--- config.mk ---
export PLATFORM = sky130hd
export DESIGN_NAME = wb_write_arbiter
export DESIGN_NICKNAME = d
export VERILOG_FILES = /design/src/rtl/wb_write_arbiter.sv
export SDC_FILE = /design/constraint.sdc
export NUM_CORES = 1
export LEC_CHECK = 0
export BUFFER_PORTS_ARGS = -buffer_cell sky130_fd_sc_hd__buf_2
export CAP_MARGIN = 20
export CELL_PAD_IN_SITES_DETAIL_PLACEMENT = 1
export CELL_PAD_IN_SITES_GLOBAL_PLACEMENT = 1
export CORE_MARGIN = 2
export CORE_UTILIZATION = 48
export DETAILED_ROUTE_END_ITERATION = 16
export GPL_TIMING_DRIVEN = 0
export HOLD_SLACK_MARGIN = 0.12
export PLACE_DENSITY = 0.87
export RECOVER_POWER = 50
export SLEW_MARGIN = 20
export SYNTH_ARGS = -nofsm -noshare
export SYNTH_HDL_FRONTEND = slang
export SYNTH_SLANG_ARGS = --single-unit
--- constraint.sdc ---
create_clock -name clk_i -period 3.3 [get_ports clk_i]
set_clock_uncertainty 0.2 [all_clocks]
set_input_delay 0.66 -clock clk_i [delete_from_list [all_inputs] [get_ports clk_i]]
set_output_delay 0.66 -clock clk_i [all_outputs]
set_load 0.05 [all_outputs]
--- src/rtl/wb_write_arbiter.sv ---
// wb_write_arbiter: single driver of the register-file write port, merging MEM/WB writes with buffered MDU results.
// Optional macro WB_ARB_BYPASS_EN lets an MDU result skip the empty FIFO straight into the output register.
module wb_write_arbiter #(
  parameter int DEPTH = 4,
  parameter int AW    = 2
) (
  input  logic          clk_i,
  input  logic          rst_n,
  input  logic          pipe_we_i,
  input  logic [4:0]    pipe_addr_i,
  input  logic [31:0]   pipe_data_i,
  input  logic          mdu_valid_i,
  output logic          mdu_ready_o,
  input  logic [4:0]    mdu_addr_i,
  input  logic [31:0]   mdu_data_i,
  input  logic [4:0]    rs_addr_i,
  input  logic [4:0]    rt_addr_i,
  output logic          rs_pending_o,
  output logic          rt_pending_o,
  output logic          RegWrite_o,
  output logic [4:0]    RDaddr_o,
  output logic [31:0]   RDdata_o,
  output logic [AW:0]   fifo_count_o
);
  logic [4:0]       r_addr [DEPTH];
  logic [31:0]      r_data [DEPTH];
  logic [DEPTH-1:0] r_vld;
  logic [AW-1:0]    r_wp, r_rp;
  logic [AW:0]      r_cnt;
  logic w_pipe, w_acc, w_push, w_pop, w_byp, w_rs_hit, w_rt_hit;

  assign mdu_ready_o  = r_cnt < (AW+1)'(DEPTH);
  assign fifo_count_o = r_cnt;
  assign w_pipe = pipe_we_i & (pipe_addr_i != 5'd0);
  assign w_acc  = mdu_valid_i & mdu_ready_o;
  assign w_pop  = !w_pipe & (r_cnt != '0);
`ifdef WB_ARB_BYPASS_EN
  assign w_byp  = w_acc & (mdu_addr_i != 5'd0) & (r_cnt == '0) & !w_pipe;
`else
  assign w_byp  = 1'b0;
`endif
  // Results for register 0 are consumed by the handshake but never stored.
  assign w_push = w_acc & (mdu_addr_i != 5'd0) & !w_byp;

  always_comb begin
    w_rs_hit = 1'b0;
    w_rt_hit = 1'b0;
    for (int i = 0; i < DEPTH; i++) begin
      w_rs_hit = w_rs_hit | (r_vld[i] & (r_addr[i] == rs_addr_i));
      w_rt_hit = w_rt_hit | (r_vld[i] & (r_addr[i] == rt_addr_i));
    end
  end

  assign rs_pending_o = w_rs_hit & (rs_addr_i != 5'd0);
  assign rt_pending_o = w_rt_hit & (rt_addr_i != 5'd0);

  always_ff @(posedge clk_i) begin
    if (w_push) begin
      r_addr[r_wp] <= mdu_addr_i;
      r_data[r_wp] <= mdu_data_i;
    end
  end

  always_ff @(posedge clk_i or negedge rst_n) begin
    if (!rst_n) begin
      r_vld <= '0;
      r_wp  <= '0;
      r_rp  <= '0;
      r_cnt <= '0;
    end else begin
      if (w_push) begin
        r_vld[r_wp] <= 1'b1;
        r_wp        <= r_wp + 1'b1;
      end
      if (w_pop) begin
        r_vld[r_rp] <= 1'b0;
        r_rp        <= r_rp + 1'b1;
      end
      r_cnt <= r_cnt + (AW+1)'(w_push) - (AW+1)'(w_pop);
    end
  end

  always_ff @(posedge clk_i or negedge rst_n) begin
    if (!rst_n) begin
      RegWrite_o <= 1'b0;
      RDaddr_o   <= '0;
      RDdata_o   <= '0;
    end else if (w_pipe) begin
      RegWrite_o <= 1'b1;
      RDaddr_o   <= pipe_addr_i;
      RDdata_o   <= pipe_data_i;
    end else if (w_pop) begin
      RegWrite_o <= 1'b1;
      RDaddr_o   <= r_addr[r_rp];
      RDdata_o   <= r_data[r_rp];
    end else if (w_byp) begin
      RegWrite_o <= 1'b1;
      RDaddr_o   <= mdu_addr_i;
      RDdata_o   <= mdu_data_i;
    end else begin
      RegWrite_o <= 1'b0;
    end
  end
endmodule

# [Word level (Yosys, flattened, before mapping)]
# Memory sizes are Yosys's and may differ from the RTL's.
# Index checks and enable logic that the tools add are counted.
[classes] bitwise_logic=23 magnitude_cmp=5 addsub=4 mux=14 n_div=0 n_mul=0 reduce_logical=9 n_eq_ne=8 n_shift=0
[op_table] op="32-bit 2-to-1 mux" n=2
[op_table] op="5-bit equality test" n=8
[op_table] op="5-bit nonzero test" n=4
[op_table] op="1-bit bitwise AND" n=14
[op_table] op="5-bit 2-to-1 mux" n=2
[op_table] op="4-bit 2-to-1 mux" n=2
[op_table] op="2-bit by 3-bit < comparator with 1-bit output, second input constant" n=2
[op_table] op="1-bit 2-to-1 mux" n=6
[op_table] op="1-bit bitwise OR" n=6
[op_table] op="2-bit by 1-bit adder with 2-bit output, second input constant" n=2
[op_table] op="4-bit bitwise AND" n=1
[op_table] op="1-bit demux with 2-bit select" n=2
[op_table] op="2-bit by 1-bit greater-or-equal comparator with 1-bit output, second input constant" n=2
[op_table] op="4-bit inverter" n=1
[op_table] op="4-bit bitwise OR" n=1
[op_table] op="3-bit by 1-bit adder with 3-bit output" n=1
[op_table] op="3-bit < comparator, second input constant" n=1
[op_table] op="3-bit nonzero test" n=1
[op_table] op="3-bit by 1-bit subtractor with 3-bit output" n=1
[op_table] op="1-bit logical AND" n=2
[op_table] op="2-bit nonzero test" n=1
[op_table] op="1-bit logical NOT" n=1
[word_totals] latchBits=0 register_bits=49 ramBits=148 mem_count=2 mem_bits_ro=0
[memory_table] name="r_data" depth=4 width=32 rd=1 rd_clocked_by_memory_dff=0 write_ports=1 line_no="26" text="logic [31:0] r_data [DEPTH];"
[memory_table] name="r_addr" depth=4 width=5 rd=5 rd_clocked_by_memory_dff=0 write_ports=1 line_no="25" text="logic [4:0] r_addr [DEPTH];"

# [Longest topological paths before layout]
[depth] depth_word=8 depth_mapped=10 mapped_depth_nobuf=9

# [Worst setup path after synthesis]
# OpenSTA, ideal clock, no wires.
[synth_timing] path_type="reg-to-reg" from="register r_cnt[2] (netlist: fifo_count_o[2])" to="memory r_addr[0][0], enable pin" t_arrival_ps=2324 n_path_buf=0 path_stages_with_launch=4 required_time_ps=2701 period_less_slack_ps=2923 path_slack_ps=377 path_cell_list="dfrtp_1 -> inv_1 -> o311a_1 -> and2_1"
[synth_via] elab_chain_len=5
[synth_rtl] element="start, declared" line_no="29" text="logic [AW:0] r_cnt;"
[synth_rtl] element="start signal, assigned" line_no="79" text="r_cnt <= r_cnt + (AW+1)'(w_push) - (AW+1)'(w_pop);"
[synth_rtl] element="3-bit < comparator" line_no="32" text="assign mdu_ready_o = r_cnt < (AW+1)'(DEPTH);"
[synth_rtl] element="via mdu_ready_o" line_no="13" text="output logic mdu_ready_o,"
[synth_rtl] element="1-bit bitwise AND" line_no="35" text="assign w_acc = mdu_valid_i & mdu_ready_o;"
[synth_rtl] element="1-bit bitwise AND" line_no="43" text="assign w_push = w_acc & (mdu_addr_i != 5'd0) & !w_byp;"
[synth_rtl] element="1-bit 2-to-1 mux" line_no="58" text="if (w_push) begin"
[synth_rtl] element="1-bit 2-to-1 mux (implied by the code)" line_no="59" text="r_addr[r_wp] <= mdu_addr_i;"
[synth_rtl] element="end, declared" line_no="25"
# The timed path passes the listed nets, and every way through them passes these cells.

==> flow_summary.ini <==
[yosys]
ys_warn_count = 0
async_flop_share_pct = 24.9
syn_nets = 582
postSynthCellCount = 483
synth-main-ff-cell = edfxtp_1
syn_area_sq_um = 8430
ys_seq_area_share_pct = 67.2
synth_edf_count = 148
syn_area_per_cell_sq_um = 17.5
ys_ff_latch = 197
ys_types = 37

[pwr]
switchingPower_mw = 3.05
powerDensity_nw_per_um2 = 858
power.leakage_nw = 3.49
sw_frac_of_total_pct = 36.0
combPwrFrac_pct = 36.2
p_seq_share_pct = 40.3
total_power_mw = 8.49
p_int_mw = 5.44
clkPwrFrac_pct = 23.5
ir_drop_uv = 394

[place]
gpl.final_weighted_congestion = 0.852
place_ws_ns = 0.121
post-place-cells = 833
port_buffers = 121
dp_hpwl_um = 14100

[sta]
rsz0062_at_grt = false
fmax_ghz = 0.319
hold_viol = 0
max_slew_margin_pct = 6.89
tightest_slew_ns = 1.40
setup_tns_ns = 0
finalCriticalPeriod_ns = 3.14
drv_slew = 0
finalCritPeriodShare_pct = 95.1
finalSetupViolCount = 0
finalWorstSetupSlack_ns = 0.161

[detailed_routing]
drc = 0
totalWireLength_um = 19900
first_pass_iters = 4
vias = 4710
viasPerCell = 5.44
routedWlPerCell_um = 23.0
dr.first_iter.drc_count = 292
antenna_left = 0

[critical_path]
path_depth = 6
start_kind = flop
crit-reg2reg-capture = fifo_count_o[2]
critical_path.top_delay_family = simple AND/OR/NAND/NOR gates
path_cells = xor2_1, nor4_1, nand3_1, nand4_1, o21a_1, buf_2
slowest_delay_ns = 0.49
slowest_stage = nor4_1
r2r_start = fifo_count_o[2]
endpoint = rt_pending_o
critPathBufInv = 1
ff2ff_path_depth = 9
critPathMaxFanout = 3
critPathKind = reg -> out
crit_arrival_ns = 2.28
crit_path_start = r_addr[3][3]
reg2reg_setup_slack_ns = 0.44
end_kind = output pin
required_ns = 2.44

[die]
rows = 48
dieArea_sq_um = 18600
ios = 132
start_util_pct = 48.9
core_sq_um = 17200
die_h_um = 137
die_w_um = 137

[global_route]
grt_antenna_before_repair = 0
grt_use_total_pct = 22.7
grt_pass1_vias = 5382
grt_max_degree = 50
grt_first_pass_wirelength_um = 30800
grt-ovfl-total = 0

[clocking]
htree_levels = 4
clk_latency_ns = 0.43
cts_inserted_buffers = 17
cts_sinks = 197
clock_path_buffers = 2
cts_resized = 0
clockRootBuffer = clkbuf_16
cts_tree = yes
clk_transition_reported_paths_ns = 0.07

[cells_and_area]
register_area_sq_um = 5670
final_common_cell = edfxtp_1
area_delta_synth_final_pct = 17.4
diodes = 0
multi_input_area_sq_um = 2490
final_util_pct = 57.4
mostFrequentLayoutCells = edfxtp_1 (148), clkbuf_1 (72), buf_2 (67)
layoutNonFillerInstCount = 866
fill_cells = 1666
drive_above_1_share_pct = 32.1
nNetsFinal = 727

[hold_path]
hp-class = in -> reg

[outcome]
status = completed

[flow_run]
cap_violations = 0
-- power by group through the flow --
| stage | logic, mW | registers, mW | clock network, mW |
|---|---|---|---|
| after floorplan | 1.66 | 4.06 | 0 |
| final | 3.07 | 3.42 | 2.00 |
| after CTS | 3.16 | 3.43 | 2.04 |
| after global placement | 2.96 | 3.44 | 0 |
| after detailed placement | 3.13 | 3.47 | 0 |
| after global routing | 3.30 | 3.47 | 2.13 |
-- logic make-up after synthesis --
kind of cell	synth area share (%)
AOI/OAI and AO/OA	4.55
xor gates and xnor gates	4.57
adders and majority gates	1.72
buffers and inverters	3.28
DFF	67.2
muxes	14.3
and+or+nand+nor	4.33
-- registers in the layout (all words and copies together) (netlist names) --
signal / flops
RegWrite_o: 1
RDdata_o: 32
r_data: 128
r_addr: 20
r_vld: 4
r_wp: 2
fifo_count_o: 3
RDaddr_o: 5
r_rp: 2
-- tightest hold or removal path, delay by kind of cell --
| family | cells | cell delay (ns) |
|---|---|---|
| buffers and inverters | 1 | 0.08 |
| AO/OA/AOI/OAI | 1 | 0.08 |
| AND/OR/NAND/NOR | 1 | 0.04 |
-- final cells by class --
| class | count | share of cell area [%] |
|---|---|---|
| Sequential cell | 197 | 57.3 |
| Clock buffer | 20 | 4.41 |
| Inverter | 9 | 0.341 |
| Buffer | 31 | 2.21 |
| Timing Repair Buffer | 126 | 6.50 |
| Tap cell | 225 | 2.84 |
| Clock inverter | 12 | 1.30 |
| Multi-Input combinational cell | 246 | 25.1 |
-- synthesized netlist by cell type (3+ instances only) --
cell      number  area, sq um
nor4_1         8         50.1
buf_6          4         45.0
xor2_1        32          280
buf_4          6         45.0
a21oi_1        5         25.0
mux2i_1       35          350
a21oi_2       34          298
and2_1         4         25.0
clkbuf_1      13         48.8
inv_1          9         33.8
nand2_1        3         11.3
nor2_2        14         87.6
edfxtp_1     148         4440
mux4_2        37          833
ha_1          10          125
nor2_1        25         93.8
xnor2_1       12          105
nand3_1        8         40.0
dfrtp_1       49         1230
-- layer usage --
layer,routed length [um],vias to the layer above,GRT usage [%]
met5,0,-,0
met1,7880,2432,28.0
li1,-,2117,-
met4,361,0,7.87
met2,10800,134,40.4
met3,868,27,3.81
-- how the worst min path moves through the flow --
stage,startpoint,to,cells after the start
2_1_floorplan,rst_n,RDaddr_o[0],0
3_3_place_gp,fifo_count_o[0],fifo_count_o[0],1
3_5_place_dp,fifo_count_o[0],fifo_count_o[0],1
4_1_cts,mdu_data_i[18],r_data[0][18],1
5_1_grt,pipe_data_i[1],RDdata_o[1],3
6_report,pipe_data_i[3],RDdata_o[3],3
-- per-stage QoR --
step | hold slack, ns | instance area, sq um
6_report | 0.266 | 9900
5_1_grt | 0.269 | 9900
2_1_floorplan | 0.164 | 8430
4_1_cts | 0.235 | 10000
3_3_place_gp | 0.314 | 9320
3_5_place_dp | 0.354 | 9420
-- what timing repair did --
item,in CTS,in global routing
hold buffers,1,0
setup buffers,0,0
hold endpoints to repair,30,0
No activity file was read; power rests on OpenSTA's default activity.
